$ cat config.mk
export PLATFORM = sky130hd
export DESIGN_NAME = microwave_timer
export DESIGN_NICKNAME = d
export VERILOG_FILES = /design/src/rtl/microwave_timer.sv
export SDC_FILE = /design/constraint.sdc
export NUM_CORES = 1
export LEC_CHECK = 0
export CORE_MARGIN = 3
export CORE_UTILIZATION = 40
export DETAILED_ROUTE_END_ITERATION = 6
export SYNTH_ARGS = -nofsm -noshare
export SYNTH_HDL_FRONTEND = slang
export SYNTH_SLANG_ARGS = --single-unit
$ cat constraint.sdc
create_clock -name clk_i -period 2.6 [get_ports clk_i]
set_input_delay 0.52 -clock clk_i [delete_from_list [all_inputs] [get_ports clk_i]]
set_output_delay 0.52 -clock clk_i [all_outputs]
set_load 0.02 [all_outputs]
$ cat src/rtl/microwave_timer.sv
// BCD mm:ss countdown timer for the microwave controller: keypad shift-in entry, 1 Hz countdown gated by mag_on.
// Optional 30-second quick-add is compiled in with `define MICROWAVE_TIMER_ADD30_EN.
module microwave_timer #(
    parameter int TICKS_PER_SEC = 100
) (
    input  logic       clk_i,
    input  logic       rst_i,
    input  logic       clrn_i,
    input  logic       key_valid_i,
    input  logic [3:0] key_digit_i,
    input  logic       add30_i,
    input  logic       mag_on_i,
    output logic [3:0] min_tens_o,
    output logic [3:0] min_ones_o,
    output logic [3:0] sec_tens_o,
    output logic [3:0] sec_ones_o,
    output logic       timer_done_o,
    output logic       done_pulse_o,
    output logic       running_o
);

    // state | meaning
    // IDLE  | accepting keypad digits, prescaler cleared
    // RUN   | counting down once per TICKS_PER_SEC cycles
    // PAUSE | mag_on dropped mid-run, count and prescaler frozen
    // DONE  | reached 00:00, waiting for new entry or mag_on release
    typedef enum logic [1:0] {IDLE, RUN, PAUSE, DONE} state_t;

    localparam int PW = (TICKS_PER_SEC > 1) ? $clog2(TICKS_PER_SEC) : 1;
    localparam logic [PW-1:0] PRESC_MAX = PW'(TICKS_PER_SEC - 1);

    state_t        state_q, state_d;
    logic [15:0]   cnt_q, cnt_d;
    logic [PW-1:0] presc_q, presc_d;
    logic          pulse_q, pulse_d;

    logic          tick;
    logic          key_ok;
    logic          add_ok;
    logic [15:0]   cnt_dec;
    logic [15:0]   cnt_base;
    logic [15:0]   cnt_add;

    function automatic logic [15:0] bcd_dec(input logic [15:0] c);
        logic [3:0] mt, mo, st, so;
        {mt, mo, st, so} = c;
        if (so != 4'd0) begin
            so = so - 4'd1;
        end else begin
            so = 4'd9;
            if (st != 4'd0) begin
                st = st - 4'd1;
            end else begin
                st = 4'd5;
                if (mo != 4'd0) begin
                    mo = mo - 4'd1;
                end else begin
                    mo = 4'd9;
                    mt = mt - 4'd1;
                end
            end
        end
        return {mt, mo, st, so};
    endfunction

`ifdef MICROWAVE_TIMER_ADD30_EN
    function automatic logic [15:0] bcd_add30(input logic [15:0] c);
        logic [3:0] mt, mo, st, so;
        logic       sat;
        {mt, mo, st, so} = c;
        sat = 1'b0;
        if (st >= 4'd3) begin
            st = st - 4'd3;
            if (mo != 4'd9) begin
                mo = mo + 4'd1;
            end else begin
                mo = 4'd0;
                if (mt != 4'd9) mt = mt + 4'd1;
                else            sat = 1'b1;
            end
        end else begin
            st = st + 4'd3;
        end
        return sat ? 16'h9959 : {mt, mo, st, so};
    endfunction
`endif

    assign tick     = (state_q == RUN) && (presc_q == PRESC_MAX);
    assign key_ok   = key_valid_i && (key_digit_i <= 4'd9);
    assign cnt_dec  = bcd_dec(cnt_q);
    // A tick and a quick-add on the same cycle: decrement first, then add.
    assign cnt_base = tick ? cnt_dec : cnt_q;

`ifdef MICROWAVE_TIMER_ADD30_EN
    assign add_ok  = add30_i;
    assign cnt_add = bcd_add30(cnt_base);
`else
    logic unused_add30;
    assign unused_add30 = add30_i;
    assign add_ok       = 1'b0;
    assign cnt_add      = cnt_base;
`endif

    always_comb begin
        state_d = state_q;
        cnt_d   = cnt_q;
        presc_d = presc_q;
        pulse_d = 1'b0;

        if (!clrn_i) begin
            state_d = IDLE;
            cnt_d   = 16'h0000;
        end else begin
            case (state_q)
                IDLE: begin
                    if (add_ok)      cnt_d = cnt_add;
                    else if (key_ok) cnt_d = {cnt_q[11:0], key_digit_i};
                    if (mag_on_i && (cnt_q != 16'h0000)) state_d = RUN;
                end
                RUN: begin
                    presc_d = tick ? '0 : presc_q + PW'(1);
                    cnt_d   = add_ok ? cnt_add : cnt_base;
                    if (tick && (cnt_q == 16'h0001) && !add_ok) begin
                        state_d = DONE;
                        pulse_d = 1'b1;
                    end else if (!mag_on_i) begin
                        state_d = PAUSE;
                    end
                end
                PAUSE: begin
                    if (add_ok) cnt_d = cnt_add;
                    if (mag_on_i) state_d = RUN;
                end
                DONE: begin
                    if (add_ok) begin
                        cnt_d   = 16'h0030;
                        state_d = IDLE;
                    end else if (key_ok) begin
                        cnt_d   = {12'h000, key_digit_i};
                        state_d = IDLE;
                    end else if (!mag_on_i) begin
                        state_d = IDLE;
                    end
                end
                default: state_d = IDLE;
            endcase
        end

        if (state_d == IDLE) presc_d = '0;
    end

    always_ff @(posedge clk_i) begin
        if (rst_i) begin
            state_q <= IDLE;
            cnt_q   <= 16'h0000;
            presc_q <= '0;
            pulse_q <= 1'b0;
        end else begin
            state_q <= state_d;
            cnt_q   <= cnt_d;
            presc_q <= presc_d;
            pulse_q <= pulse_d;
        end
    end

    assign {min_tens_o, min_ones_o, sec_tens_o, sec_ones_o} = cnt_q;
    assign timer_done_o = (cnt_q == 16'h0000);
    assign done_pulse_o = pulse_q;
    assign running_o    = (state_q == RUN);

endmodule

; Word level (Yosys, flattened, before mapping)
; Index checks and enable logic that the tools add are counted.
[op_classes]
n_addsub = 5
magnitude_cmp = 1
eq_ne = 11
muxes = 23
n_bitwise = 3
n_reduce_logical = 19
[op_table]
columns = operator, count
row1 = 16-bit 2-to-1 mux, 3
row2 = 16-bit one-hot mux with 3 select lines, 1
row3 = 4-bit 2-to-1 mux, 9
row4 = "16-bit by 1-bit equality test with 1-bit output, second input constant", 1
row5 = 16-bit zero test, 1
row6 = 16-bit nonzero test, 1
row7 = "4-bit by 1-bit subtractor with 4-bit output, second input constant", 4
row8 = 2-bit 2-to-1 mux, 7
row9 = 4-bit nonzero test, 3
row10 = "2-bit != test, second input constant", 5
row11 = 2-bit one-hot mux with 4 select lines, 1
row12 = "7-bit by 1-bit adder with 7-bit output, second input constant", 1
row13 = "7-bit equality test, second input constant", 1
row14 = 7-bit 2-to-1 mux, 1
row15 = 7-bit AND reduction, 1
row16 = 6-bit AND reduction, 1
row17 = 5-bit AND reduction, 1
row18 = "2-bit equality test, second input constant", 2
row19 = "4-bit <= comparator, second input constant", 1
row20 = 1-bit logical AND, 4
row21 = 2-bit zero test, 2
row22 = 4-bit AND reduction, 1
row23 = 2-bit OR reduction, 2
row24 = 1-bit inverter, 3
row25 = 5 further kinds, 5
[totals]
regBits = 26
inputBits = 10
word_cells = 69

; Longest topological paths before layout
[depth]
depth_word = 8
depth_mapped = 8

; Worst setup path before layout
; No wires, ideal clock.
[synth_timing]
path_kind = flip-flop to output port
from = register cnt_q[8]
to = output timer_done_o
arrival_time_ns = 1.823
path_slack_ns = 0.257
stages_incl_launch_ff = 6
n_path_buf = 0
cell_sequence = dfxtp_1 > inv_1 > ha_1 > or3b_2 > nor4_1 > and2_1
[synth_between]
elab_chain_len = 1
[synth_lines]
columns = item, line_no
row1 = start: declaration, 33  ; logic [15:0] cnt_q, cnt_d;
row2 = start signal: assignment, 160  ; cnt_q <= cnt_d;
row3 = 16-bit zero test, 167  ; assign timer_done_o = (cnt_q == 16'h0000);
row4 = end: declaration, 17  ; output logic timer_done_o,
; Every way passes these cells.

; Worst setup path after layout
; Ends and elaborated chain as after synthesis.

==> impl_metrics.ini <==
[clocking]
post_cts_buffers = 0
clkTransAtPathRegs_ps = 100
cts.sinks = 26
cts-root-buf = clkbuf_8
clock_latency_ps = 280
cts_made_buffers = 3
clk_path_buf_depth = 2
htreeDepth = 1
cts_tree = built
ctsHoldBuffers = 0

[place]
place_inst = 294
gp_congestion = 0.8028
preCtsSetupSlack_ps = -63.03
port_buffers = 27
hpwlAfterDp_mm = 3.417

[critical_path]
path_class = reg -> out
end_kind = output port
crit_fanout = 2
cp_data_arrival_time_ps = 1940
r2r-start = cnt_q[5]
cp.required_ps = 2080
startpoint = cnt_q[8]
crit_path_start_kind = flop

[grt]
grt_pass1_vias = 1665
grt_max_degree = 16
grtUsageTotal_pct = 19.45
grt_remaining_overflow = 0
antenna_found_initial = 0
grt_pass1_wl_mm = 7.817

[cells_and_area]
antenna_cells = 0
drive_gt1_share_pct = 17.60
multi_input_area_um2 = 1006
instances_no_fill = 298
final_core_util_pct = 57.93
final_nets = 268
area_growth_pct = 35.77
fillers = 342
final-seq-area_um2 = 520.5

[sta]
post-route-period-util_pct = 94.71
rsz0062_at_grt = no
worst_slack_ps = 137.6
clock.fmax_mhz = 406.1
tightest_slew_ps = 368.7
setup_tns_ps = 0
slew_headroom_pct = 75.37
slew_violations = 0
skew_ps = 9.636
setup_viol = 0
post-route-min-period_ps = 2462
hold_violations = 0

[floorplanning]
rows = 22
die_area_um2 = 4820
pin_count = 29
core_area_um2 = 3771
fp.dieW_um = 69.43
die_h_um = 69.43
start_util_pct = 42.67

[route]
wl_per_cell_um = 15.49
drc = 0
vias = 1725
dr.pass1.iters = 4
routed_via_density = 5.789
wl_mm = 4.616
drtIter0Drc = 171
drtAntennaViolNets = 0

[synthesis]
ys.flop_type = dfxtp_1
syn_inst = 199
ys_warn_count = 0
ys_seq_area_share_pct = 32.35
ys_seq_elements = 26
netlist_area_um2 = 1609
synth_cell_type_count = 48
postSynth.asyncResetShare_pct = 0
synth_top_area_share_pct = 32.35
synthTopCellsByCount = a21oi_1 (27), dfxtp_1 (26), nor2_1 (25), inv_1 (14)
synth_edf_count = 0
synth_area_leaders = dfxtp_1 (32%), a21oi_1 (8.4%), nor2_1 (5.8%)
yosysTopAreaCell = dfxtp_1
synth_nets = 216
avgSynthCellArea_um2 = 8.086
synth_most_common_cell = a21oi_1

[pwr]
vdd_drop_max_mv = 0.2026
power.density_nw_per_um2 = 456.6
p_leak_nw = 0.8352

[job]
maxCapViolCount = 0

[hold_path]
min_from = presc_q[5]
worstHoldPathType = reg -> reg

[status]
status = finished clean
==> cells in the final DEF, fill, tap and decap left out, types with 6 or more instances in the layout <==
| cell | synthesis | routed |
|---|---|---|
| inv_1 | 14 | 14 |
| dfxtp_1 | 26 | 26 |
| buf_4 | 0 | 27 |
| clkdlybuf4s50_1 | 0 | 26 |
| a21oi_1 | 27 | 27 |
| a211oi_1 | 6 | 6 |
| nand2_1 | 9 | 9 |
| o21ai_0 | 9 | 9 |
| nand4_1 | 6 | 6 |
| nor2_1 | 25 | 25 |
| ha_1 | 7 | 7 |
==> routing by layer <==
layer  GRT usage [%]  vias to the layer above  wire, um
met4           4.555                        0        19
met1           24.58                      832      2029
met3           2.609                        2       217
met2           34.75                       52      2350
met5               0                        -         0
li1                -                      839         -
==> critical path, cell delays in order (launching register included) <==
cell and delay, ps:
dfxtp_1 320, inv_1 70, ha_1 160, or3b_4 410, nor4_4 290, and2_1 160
clkdlybuf4s15_2 250
==> flip-flops by register name (all words and copies together), names as in the netlist <==
register      cells
cnt_q            16
presc_q           7
state_q           2
done_pulse_o      1
==> repair_timing <==
action                                  in CTS  in global routing
gates cloned                                 0                  0
gates resized for setup                      4                  3
endpoints found under the setup margin       1                  1
==> report_power, final <==
part           switching (W)  total [W]  internal [W]
clock network       0.000138   0.000344      0.000206
registers         0.00000699   0.000414      0.000407
logic               0.000126   0.000239      0.000113
==> metrics by stage <==
stage | cell area, um2 | total power (W) | hold WS [ps]
final | 2185 | 0.0009975 | 533.1
after global routing | 2185 | 0.001043 | 586.9
after global placement | 2092 | 0.0006471 | 501.1
after CTS | 2171 | 0.0009986 | 536.6
after detailed placement | 2092 | 0.0006513 | 511.6
after floorplan | 1609 | 0.0005504 | 470.9
==> cells by family (layout without fill, tap and decap cells) <==
kind of cell	count (synthesis)	in the layout	synth area share [%]
AOI/OAI and AO/OA	70	70	29.39
and+or+nand+nor	68	68	22.32
muxes	4	4	2.488
buffers and inverters	21	72	6.376
adders and majority gates	7	7	5.443
xor gates and xnor gates	3	3	1.633
DFF	26	26	32.35
==> final timing paths <==
path                                endpoint  slack [ps]  depth (start not counted)
worst max-delay path            timer_done_o         140                          6
worst min-delay path              presc_q[5]         530                          2
worst max register to register     cnt_q[10]         270                          8
worst min register to register    presc_q[5]         530                          2
==> final cells by class <==
| cell class | count | area share, % |
|---|---|---|
| multi-input cells | 152 | 46.05 |
| repair buffers | 54 | 21.71 |
| clock inverters | 1 | 1.375 |
| well taps | 48 | 2.749 |
| flip-flops and latches | 26 | 23.83 |
| inverters | 14 | 2.405 |
| clock buffers | 3 | 1.890 |
(Power assumes the default switching activity.)
